[config.mk]
export PLATFORM = sky130hd
export DESIGN_NAME = tdo_capture_packer
export DESIGN_NICKNAME = d
export VERILOG_FILES = /design/src/rtl/jtag_pkg.sv /design/src/rtl/jtag_tap_tracker.sv /design/src/rtl/tdo_capture_packer.sv
export SDC_FILE = /design/constraint.sdc
export NUM_CORES = 1
export LEC_CHECK = 0
export CORE_MARGIN = 10
export CORE_UTILIZATION = 56
export CTS_CLUSTER_DIAMETER = 200
export DETAILED_ROUTE_END_ITERATION = 8
export DONT_BUFFER_PORTS = 1
export PLACE_DENSITY = 0.74
export SLEW_MARGIN = 15
export SYNTH_ARGS = -nofsm -noshare
export SYNTH_HDL_FRONTEND = slang
export SYNTH_SLANG_ARGS = --single-unit
[constraint.sdc]
create_clock -name clk_in -period 3 [get_ports clk_in]
set_input_delay 0.9 -clock clk_in [delete_from_list [all_inputs] [get_ports clk_in]]
set_output_delay 0.9 -clock clk_in [all_outputs]
set_load 0.02 [all_outputs]
[src/rtl/jtag_pkg.sv]
// JTAG TAP definitions shared by TAP-aware blocks: 4-bit state encoding and shift-state helper.
package jtag_pkg;

    typedef enum logic [3:0] {
        TapEx2Dr  = 4'h0,
        TapEx1Dr  = 4'h1,
        TapShDr   = 4'h2,
        TapPaDr   = 4'h3,
        TapSelIr  = 4'h4,
        TapUpdDr  = 4'h5,
        TapCapDr  = 4'h6,
        TapSelDr  = 4'h7,
        TapEx2Ir  = 4'h8,
        TapEx1Ir  = 4'h9,
        TapShIr   = 4'hA,
        TapPaIr   = 4'hB,
        TapRti    = 4'hC,
        TapUpdIr  = 4'hD,
        TapCapIr  = 4'hE,
        TapTlr    = 4'hF
    } tap_state_e;

    // True when TDO carries shifted data in this state.
    function automatic logic tap_is_shift(input logic [3:0] state, input logic with_ir);
        return (state == TapShDr) || (with_ir && (state == TapShIr));
    endfunction

endpackage

[src/rtl/jtag_tap_tracker.sv]
// IEEE 1149.1 TAP controller mirror; advances only on qualified TCK rising edges.
module jtag_tap_tracker
    import jtag_pkg::*;
(
    input  logic       clk_in,
    input  logic       rst_in,
    input  logic       rise,
    input  logic       tms,
    output logic [3:0] state
);

    tap_state_e r_state;
    tap_state_e w_state_nxt;

    // State register, synchronous reset into Test-Logic-Reset.
    always_ff @(posedge clk_in) begin
        if (rst_in) begin
            r_state <= TapTlr;
        end else if (rise) begin
            r_state <= w_state_nxt;
        end
    end

    // Standard TAP transition table.
    always_comb begin
        w_state_nxt = r_state;
        unique case (r_state)
            TapTlr:   w_state_nxt = tms ? TapTlr   : TapRti;
            TapRti:   w_state_nxt = tms ? TapSelDr : TapRti;
            TapSelDr: w_state_nxt = tms ? TapSelIr : TapCapDr;
            TapCapDr: w_state_nxt = tms ? TapEx1Dr : TapShDr;
            TapShDr:  w_state_nxt = tms ? TapEx1Dr : TapShDr;
            TapEx1Dr: w_state_nxt = tms ? TapUpdDr : TapPaDr;
            TapPaDr:  w_state_nxt = tms ? TapEx2Dr : TapPaDr;
            TapEx2Dr: w_state_nxt = tms ? TapUpdDr : TapShDr;
            TapUpdDr: w_state_nxt = tms ? TapSelDr : TapRti;
            TapSelIr: w_state_nxt = tms ? TapTlr   : TapCapIr;
            TapCapIr: w_state_nxt = tms ? TapEx1Ir : TapShIr;
            TapShIr:  w_state_nxt = tms ? TapEx1Ir : TapShIr;
            TapEx1Ir: w_state_nxt = tms ? TapUpdIr : TapPaIr;
            TapPaIr:  w_state_nxt = tms ? TapEx2Ir : TapPaIr;
            TapEx2Ir: w_state_nxt = tms ? TapUpdIr : TapShIr;
            TapUpdIr: w_state_nxt = tms ? TapSelDr : TapRti;
            default:  w_state_nxt = TapTlr;
        endcase
    end

    assign state = r_state;

endmodule

[src/rtl/tdo_capture_packer.sv]
// Samples TDO during Shift-DR (optionally Shift-IR), packs bits LSB-first into bytes and
// offers them on a valid/ready port. Optional macro TDO_CAPTURE_PARITY_EN adds byte_parity.
module tdo_capture_packer
    import jtag_pkg::*;
#(
    parameter int unsigned CAPTURE_IR = 0,
    parameter int unsigned CNT_W      = 16
) (
    input  logic             clk_in,
    input  logic             rst_in,
    input  logic             capture_en,
    input  logic             tck,
    input  logic             tms,
    input  logic             tdo,
    input  logic             eof_in,
    output logic [7:0]       byte_out,
    output logic [3:0]       byte_nbits,
    output logic             byte_last,
    output logic             byte_valid,
    input  logic             byte_ready,
    output logic             overflow,
    output logic [3:0]       tap_state,
    output logic [CNT_W-1:0] bit_count
`ifdef TDO_CAPTURE_PARITY_EN
    ,
    output logic             byte_parity
`endif
);

    logic             r_tck_q;
    logic             w_rise;
    logic [3:0]       w_state;
    logic [7:0]       r_shift;
    logic [3:0]       r_idx;
    logic [7:0]       w_shift_nxt;
    logic [3:0]       w_idx_nxt;
    logic             w_sample;
    logic             w_emit;
    logic             w_emit_last;
    logic             w_accept;
    logic             w_load;
    logic             r_valid;
    logic [7:0]       r_byte;
    logic [3:0]       r_nbits;
    logic             r_last;
    logic             r_overflow;
    logic [CNT_W-1:0] r_count;

    jtag_tap_tracker u_tap (
        .clk_in (clk_in),
        .rst_in (rst_in),
        .rise   (w_rise),
        .tms    (tms),
        .state  (w_state)
    );

    // TCK edge detector; tck is data in the clk_in domain.
    always_ff @(posedge clk_in) begin
        if (rst_in) begin
            r_tck_q <= 1'b0;
        end else begin
            r_tck_q <= tck;
        end
    end

    assign w_rise = tck & ~r_tck_q;

    // Sample decision, next shift contents and byte-completion detection.
    always_comb begin
        w_sample    = w_rise & capture_en & tap_is_shift(w_state, CAPTURE_IR != 0);
        w_shift_nxt = r_shift;
        w_idx_nxt   = r_idx;
        if (w_sample) begin
            w_shift_nxt[r_idx[2:0]] = tdo;
            w_idx_nxt               = r_idx + 4'd1;
        end
        w_emit      = 1'b0;
        w_emit_last = 1'b0;
        if (w_sample && (w_idx_nxt == 4'd8)) begin
            w_emit      = 1'b1;
            w_emit_last = tms;
        end else if (w_sample && tms) begin
            w_emit      = 1'b1;
            w_emit_last = 1'b1;
        end else if (eof_in && (w_idx_nxt != 4'd0)) begin
            w_emit      = 1'b1;
            w_emit_last = 1'b1;
        end
        w_accept = r_valid & byte_ready;
        // A new byte only fits if the holding register is empty or draining this cycle.
        w_load   = w_emit & (~r_valid | w_accept);
    end

    // Shift register and bit index; an emitted byte leaves both cleared.
    always_ff @(posedge clk_in) begin
        if (rst_in) begin
            r_shift <= 8'h00;
            r_idx   <= 4'd0;
        end else if (w_emit) begin
            r_shift <= 8'h00;
            r_idx   <= 4'd0;
        end else begin
            r_shift <= w_shift_nxt;
            r_idx   <= w_idx_nxt;
        end
    end

    // Output holding register, handshake and sticky overflow.
    always_ff @(posedge clk_in) begin
        if (rst_in) begin
            r_valid    <= 1'b0;
            r_byte     <= 8'h00;
            r_nbits    <= 4'd0;
            r_last     <= 1'b0;
            r_overflow <= 1'b0;
        end else begin
            if (w_load) begin
                r_valid <= 1'b1;
                r_byte  <= w_shift_nxt;
                r_nbits <= w_idx_nxt;
                r_last  <= w_emit_last;
            end else if (w_accept) begin
                r_valid <= 1'b0;
            end
            if (w_emit && !w_load) begin
                r_overflow <= 1'b1;
            end
        end
    end

    // Saturating captured-bit counter.
    always_ff @(posedge clk_in) begin
        if (rst_in) begin
            r_count <= '0;
        end else if (w_sample && !(&r_count)) begin
            r_count <= r_count + 1'b1;
        end
    end

`ifdef TDO_CAPTURE_PARITY_EN
    logic r_parity;

    // Unused upper bits are zero, so a full-byte XOR covers exactly the valid bits.
    always_ff @(posedge clk_in) begin
        if (rst_in) begin
            r_parity <= 1'b0;
        end else if (w_load) begin
            r_parity <= ^w_shift_nxt;
        end
    end

    assign byte_parity = r_parity;
`endif

    assign byte_out   = r_byte;
    assign byte_nbits = r_nbits;
    assign byte_last  = r_last;
    assign byte_valid = r_valid;
    assign overflow   = r_overflow;
    assign tap_state  = w_state;
    assign bit_count  = r_count;

endmodule

==> results.sh, run 1 <==
export IMPL_hpwl_mm=3.85
export IMPL_firstDrtPassIters=4
export IMPL_synth_seq_cells=48
export IMPL_ctsResizeCount=0
export IMPL_core_region_area_mm2=0.00435
export IMPL_syn_avg_cell_area_um2=9.52
export IMPL_via_count=1918
export IMPL_rr_endpoint="r_shift[1]"
export IMPL_worstPathArrival_ns=2.87
export IMPL_layout_drive_gt1_share_pct=17.4
export IMPL_pre_cts_ws_ns=0.186
export IMPL_die_area_mm2=0.00759
export IMPL_fillers=368
export IMPL_diodes=0
export IMPL_p_per_area_mw_per_mm2=441
export IMPL_initial_utilization_pct=58.0
export IMPL_leakage_nw=0.856
export IMPL_postCtsHoldBufs=0
export IMPL_critical_path_required_ns=3.22
export IMPL_drv_cap=0
export IMPL_clk_latency_ns=0.31
export IMPL_status="completed"
export IMPL_cp_start_kind="flip-flop"
export IMPL_holdCritStartpoint="r_shift[0]"
export IMPL_end_kind="flip-flop"
export IMPL_hold_violations=0
export IMPL_clk_pin_slew_ns=0.09
export IMPL_cts_buffers=5
export IMPL_layout_common_cells="48 x dfxtp_1, 19 x nor2_1, 16 x nor3_1"
export IMPL_final_nets=268
export IMPL_boundaryPins=43
export IMPL_drt_vias_per_instance=6.17
export IMPL_worstPathMaxFanout=12
export IMPL_slew_headroom_pct=54.3
export IMPL_clock_path_buffers=2
export IMPL_seq_area_um2=961
export IMPL_ant_nets=0
export IMPL_setup_viol=0
export IMPL_reg2reg_depth=6
export IMPL_grt_pass1_wl_mm=9.05
export IMPL_drv_slew=0
export IMPL_ys_flop_type="dfxtp_1"
export IMPL_holdPathStages=2
export IMPL_synth_area_mm2=0.00252
export IMPL_worst_slack_ns=0.343
export IMPL_drt_iter0_markers=108
export IMPL_holdWs_ns=0.570
export IMPL_hold_class="flip-flop to flip-flop"
export IMPL_synth_edff_count=0
export IMPL_grt_max_degree=50
export IMPL_cts_tree="built"
export IMPL_fp_dieH_um=87.1
export IMPL_wl_mm=5.33
export IMPL_finClkSkew_ns=0.00810
export IMPL_async_flop_share_pct=0
export IMPL_rrSetupSlack_ns=0.34
export IMPL_area_growth_pct=4.76
export IMPL_grt_overflow=0
export IMPL_multi_input_area_mm2=0.00141
export IMPL_die_w_um=87.1
export IMPL_clock_fmax_mhz=376
export IMPL_cts_root_buf="clkbuf_8"
export IMPL_yosysWarnings=0
export IMPL_syn_inst=265
export IMPL_wl_per_cell_um=17.1
export IMPL_grt_pass1_vias=1877
export IMPL_postLayoutCoreUtil_pct=60.7
export IMPL_htreeDepth=2
export IMPL_worst_pin_slew_ns=0.678
export IMPL_rr_startpoint="r_idx[0]"
export IMPL_post_cts_setup_buffers=0
export IMPL_rows=24
export IMPL_min_period_ns=2.66
export IMPL_grt_usage_pct=14.5
export IMPL_synth_cell_type_count=57
export IMPL_drc_errors=0
export IMPL_rsz0062_at_grt="no"
export IMPL_final_common_cell="dfxtp_1"
export IMPL_finalCritPeriodShare_pct=88.6
export IMPL_portBuffers=0
export IMPL_ys_seq_area_share_pct=38.1
export IMPL_hold_end="r_shift[0]"
export IMPL_fin_area_mm2=0.00264
export IMPL_irDropWorstVdd_mv=0.294
export IMPL_cts_sinks=48
export IMPL_antenna_found_initial=0
export IMPL_placed_area_mm2=0.00253
export IMPL_fin_setup_tns_ns=0
export IMPL_crit_type="flip-flop to flip-flop"
export IMPL_gp_congestion=0.776
export IMPL_synth_nets=275
## through the flow
| step | total power [mW] | instances |
|---|---|---|
| 2_1_floorplan | 0.712 | 265 |
| 4_1_cts | 1.18 | 311 |
| 6_report | 1.17 | 311 |
| 3_5_place_dp | 0.705 | 303 |
| 5_1_grt | 1.21 | 311 |
| 3_3_place_gp | 0.703 | 303 |
## Yosys cell counts, drive strengths merged, types with 2 or more instances
cell / instances / area, um^2
a211o: 2 / 18.8
a211oi: 12 / 140
a21oi: 7 / 35.0
a31oi: 4 / 40.0
and3: 2 / 12.5
and4: 2 / 17.5
buf: 13 / 98.8
clkbuf: 9 / 33.8
dfxtp: 48 / 961
ha: 2 / 25.0
inv: 6 / 22.5
mux2i: 10 / 100
nand2: 11 / 41.3
nand2b: 3 / 18.8
nand3: 10 / 50.1
nand4: 5 / 31.3
nor2: 19 / 71.3
nor2b: 5 / 31.3
nor3: 17 / 90.1
nor3b: 2 / 15.0
nor4: 17 / 146
nor4b: 6 / 77.6
o211a: 2 / 20.0
o211ai: 4 / 30.0
o21ai: 9 / 48.8
or2: 3 / 18.8
or3: 3 / 18.8
or3b: 2 / 17.5
xnor2: 10 / 87.6
xor2: 6 / 52.6
## worst max-delay path, cell delays in order (launching register included)
cell and delay [ns]:
dfxtp_1 0.59, ha_1 0.35, or3b_2 0.48, nor4_4 0.26
a211o_2 0.23, nand3_1 0.34, nor3_1 0.32
## layer usage
layer | vias to the layer above | GRT usage (%) | routed length [um]
li1 | 970 | - | -
met1 | 897 | 16.3 | 2290
met2 | 45 | 23.0 | 2450
met3 | 6 | 8.05 | 538
met4 | 0 | 3.91 | 51
met5 | - | 0 | 0
## state kept, by name, indices dropped and copies added (netlist names)
name	count
bit_count	16
byte_last	1
byte_nbits	4
byte_out	8
byte_valid	1
overflow	1
r_idx	4
r_shift	8
r_tck_q	1
u_tap.state	4
## cell type report
class,instances,area share [%]
clock buffers,5,2.60
clock inverters,3,1.75
inverters,6,0.852
multi-input cells,189,53.2
flip-flops and latches,48,36.3
well taps,52,2.46
repair buffers,8,2.74
## worst max path at each step
| stage | from | cells after the start | to | slack [ns] |
|---|---|---|---|---|
| after floorplan | tck | 8 | byte_nbits[1] | 0.34 |
| after global placement | tck | 5 | r_shift[6] | 0.24 |
| after detailed placement | tck | 5 | r_shift[1] | 0.19 |
| after CTS | r_idx[0] | 6 | r_shift[1] | 0.37 |
| after global routing | r_idx[0] | 6 | r_shift[1] | 0.13 |
| final | r_idx[0] | 6 | r_shift[1] | 0.34 |
## report_power, final
group          total, mW  internal (mW)  switching [mW]
Combinational     0.0292         0.0148          0.0144
Sequential         0.662          0.643          0.0190
Clock              0.476          0.251           0.225
Total               1.17          0.908           0.258
## cells by family (layout without fill, tap and decap cells)
| logic type | Yosys count | in the layout | synth area share (%) |
|---|---|---|---|
| compound gates | 51 | 51 | 18.1 |
| xor+xnor | 16 | 16 | 5.55 |
| fa+ha+maj | 2 | 2 | 0.991 |
| buf+inv | 28 | 22 | 6.15 |
| flops | 48 | 48 | 38.1 |
| mux | 10 | 10 | 3.97 |
| simple gates | 110 | 110 | 27.1 |
(Power assumes the default switching activity.)
==> run 2, diff against run 1 <==
--- a/config.mk
+++ b/config.mk
@@ -5,6 +5,7 @@
 export SDC_FILE = /design/constraint.sdc
 export NUM_CORES = 1
 export LEC_CHECK = 0
+export CAP_MARGIN = 0
 export CORE_MARGIN = 10
 export CORE_UTILIZATION = 56
 export CTS_CLUSTER_DIAMETER = 200
==> results of run 2 <==
Final layout, timing and power as in run 1 (identical DEF).
==> run 3, diff against run 2 <==
--- a/config.mk
+++ b/config.mk
@@ -7,11 +7,11 @@
 export LEC_CHECK = 0
 export CAP_MARGIN = 0
 export CORE_MARGIN = 10
-export CORE_UTILIZATION = 56
+export CORE_UTILIZATION = 37
 export CTS_CLUSTER_DIAMETER = 200
 export DETAILED_ROUTE_END_ITERATION = 8
 export DONT_BUFFER_PORTS = 1
-export PLACE_DENSITY = 0.74
+export PLACE_DENSITY = 0.54
 export SLEW_MARGIN = 15
 export SYNTH_ARGS = -nofsm -noshare
 export SYNTH_HDL_FRONTEND = slang
==> run 3 against run 2 <==
  * Worst setup slack better by 0.14 ns
  * Register-to-register slack better by 0.18 ns
  * Global-route usage is 3.3 points lower
  * Cell count is 10% higher
  * Combinational power is 48% higher
  * Power is 0.11% lower
  * Critical endpoint is now byte_out[6]
  * Count of clock-buffer cells in the layout stayed put
  * Maximum frequency is 5.8% higher
  * Largest power group unchanged
  * Core utilization is 20 points lower
==> results.sh, run 3 (synthesis results as in run 1) <==
export IMPL_grt_pass1_vias=1840
export IMPL_cts_root_buf="clkbuf_8"
export IMPL_crit_type="input port to flip-flop"
export IMPL_irDropWorstVdd_mv=0.185
export IMPL_gp_congestion=0.769
export IMPL_boundaryPins=43
export IMPL_p_per_area_mw_per_mm2=431
export IMPL_slew_headroom_pct=47.9
export IMPL_worst_slack_ns=0.488
export IMPL_initial_utilization_pct=37.6
export IMPL_fin_area_mm2=0.00271
export IMPL_worstPathMaxFanout=11
export IMPL_rrSetupSlack_ns=0.52
export IMPL_layout_common_cells="48 x dfxtp_1, 19 x nor2_1, 16 x nor3_1"
export IMPL_cts_sinks=48
export IMPL_grt_usage_pct=11.2
export IMPL_fp_dieH_um=103
export IMPL_grt_overflow=0
export IMPL_antenna_found_initial=0
export IMPL_layout_drive_gt1_share_pct=18.6
export IMPL_ant_nets=0
export IMPL_postCtsHoldBufs=0
export IMPL_ctsResizeCount=0
export IMPL_clock_fmax_mhz=398
export IMPL_end_kind="flip-flop"
export IMPL_placed_area_mm2=0.00259
export IMPL_wl_mm=5.86
export IMPL_wl_per_cell_um=17.1
export IMPL_worstPathArrival_ns=2.69
export IMPL_cp_start_kind="input port"
export IMPL_hold_violations=0
export IMPL_post_cts_setup_buffers=0
export IMPL_status="completed"
export IMPL_cts_buffers=5
export IMPL_holdPathStages=2
export IMPL_critical_path_required_ns=3.18
export IMPL_reg2reg_depth=6
export IMPL_htreeDepth=2
export IMPL_clk_latency_ns=0.30
export IMPL_largest_register_ffs=16
export IMPL_core_region_area_mm2=0.00672
export IMPL_grt_max_degree=50
export IMPL_finClkSkew_ns=0.00472
export IMPL_clock_path_buffers=2
export IMPL_clk_pin_slew_ns=0.09
export IMPL_grt_pass1_wl_mm=9.50
export IMPL_fin_setup_tns_ns=0
export IMPL_via_count=1971
export IMPL_firstDrtPassIters=4
export IMPL_drt_vias_per_instance=5.75
export IMPL_leakage_nw=0.875
export IMPL_die_w_um=103
export IMPL_rr_endpoint="byte_out[6]"
export IMPL_finalPower_mw=1.17
export IMPL_final_nets=272
export IMPL_die_area_mm2=0.0105
export IMPL_finalCritPeriodShare_pct=83.7
export IMPL_pre_cts_ws_ns=0.170
export IMPL_rr_startpoint="r_idx[1]"
export IMPL_hold_class="flip-flop to flip-flop"
export IMPL_min_period_ns=2.51
export IMPL_area_growth_pct=7.19
export IMPL_drt_iter0_markers=81
export IMPL_setup_viol=0
export IMPL_cts_tree="built"
export IMPL_drv_cap=0
export IMPL_rsz0062_at_grt="no"
export IMPL_worst_pin_slew_ns=0.773
export IMPL_drc_errors=0
export IMPL_drv_slew=0
export IMPL_diodes=0
export IMPL_holdCritStartpoint="r_shift[2]"
export IMPL_final_common_cell="dfxtp_1"
export IMPL_hpwl_mm=4.14
export IMPL_rows=30
export IMPL_hold_end="r_shift[2]"
export IMPL_portBuffers=0
run 3: critical path: stages:
cell and delay (ns):
or3b_1 0.48, or2_1 0.43, a211o_2 0.41, a31oi_4 0.22, buf_12 0.17, a211oi_2 0.07
run 3: worst max-delay path by stage:
stage / slack (ns) / endpoint / startpoint
floorplan: 0.34 / byte_nbits[1] / tck
global placement: 0.20 / byte_nbits[0] / tck
detailed placement: 0.17 / byte_out[6] / tck
CTS: 0.49 / byte_out[6] / tck
global route: 0.30 / byte_out[3] / r_idx[0]
finish: 0.49 / byte_out[6] / tck
run 3: layout make-up:
| cell class | instances | area [um^2] |
|---|---|---|
| multi-input cells | 189 | 1410 |
| clock inverters | 3 | 42.5 |
| inverters | 6 | 22.5 |
| flip-flops and latches | 48 | 961 |
| fillers | 666 | 4010 |
| clock buffers | 5 | 68.8 |
| repair buffers | 12 | 103 |
| well taps | 80 | 100 |
run 3: metrics by stage:
stage	hold WS [ns]	utilization (%)	cells
after floorplan	0.520	-	265
after global placement	0.537	38.6	335
after detailed placement	0.552	38.6	335
after CTS	0.573	40.3	343
after global routing	0.597	40.3	343
final	0.562	40.3	343
run 3: where the power goes:
part / internal [mW] / total, mW / leakage [nW] / switching, mW
Combinational: 0.0187 / 0.0432 / 0.433 / 0.0244
Clock: 0.247 / 0.470 / 0.0541 / 0.223
Sequential: 0.643 / 0.652 / 0.387 / 0.00913
Total: 0.908 / 1.17 / 0.875 / 0.257
run 3: per-layer routing:
layer,wire length (um),GRT usage [%],part of all wire [%],vias to the layer above
li1,-,-,-,974
met1,2730,14.2,47,946
met2,2530,16.2,43,46
met3,554,5.56,9.5,5
met4,44,2.93,0.75,0
met5,0,0,0,-
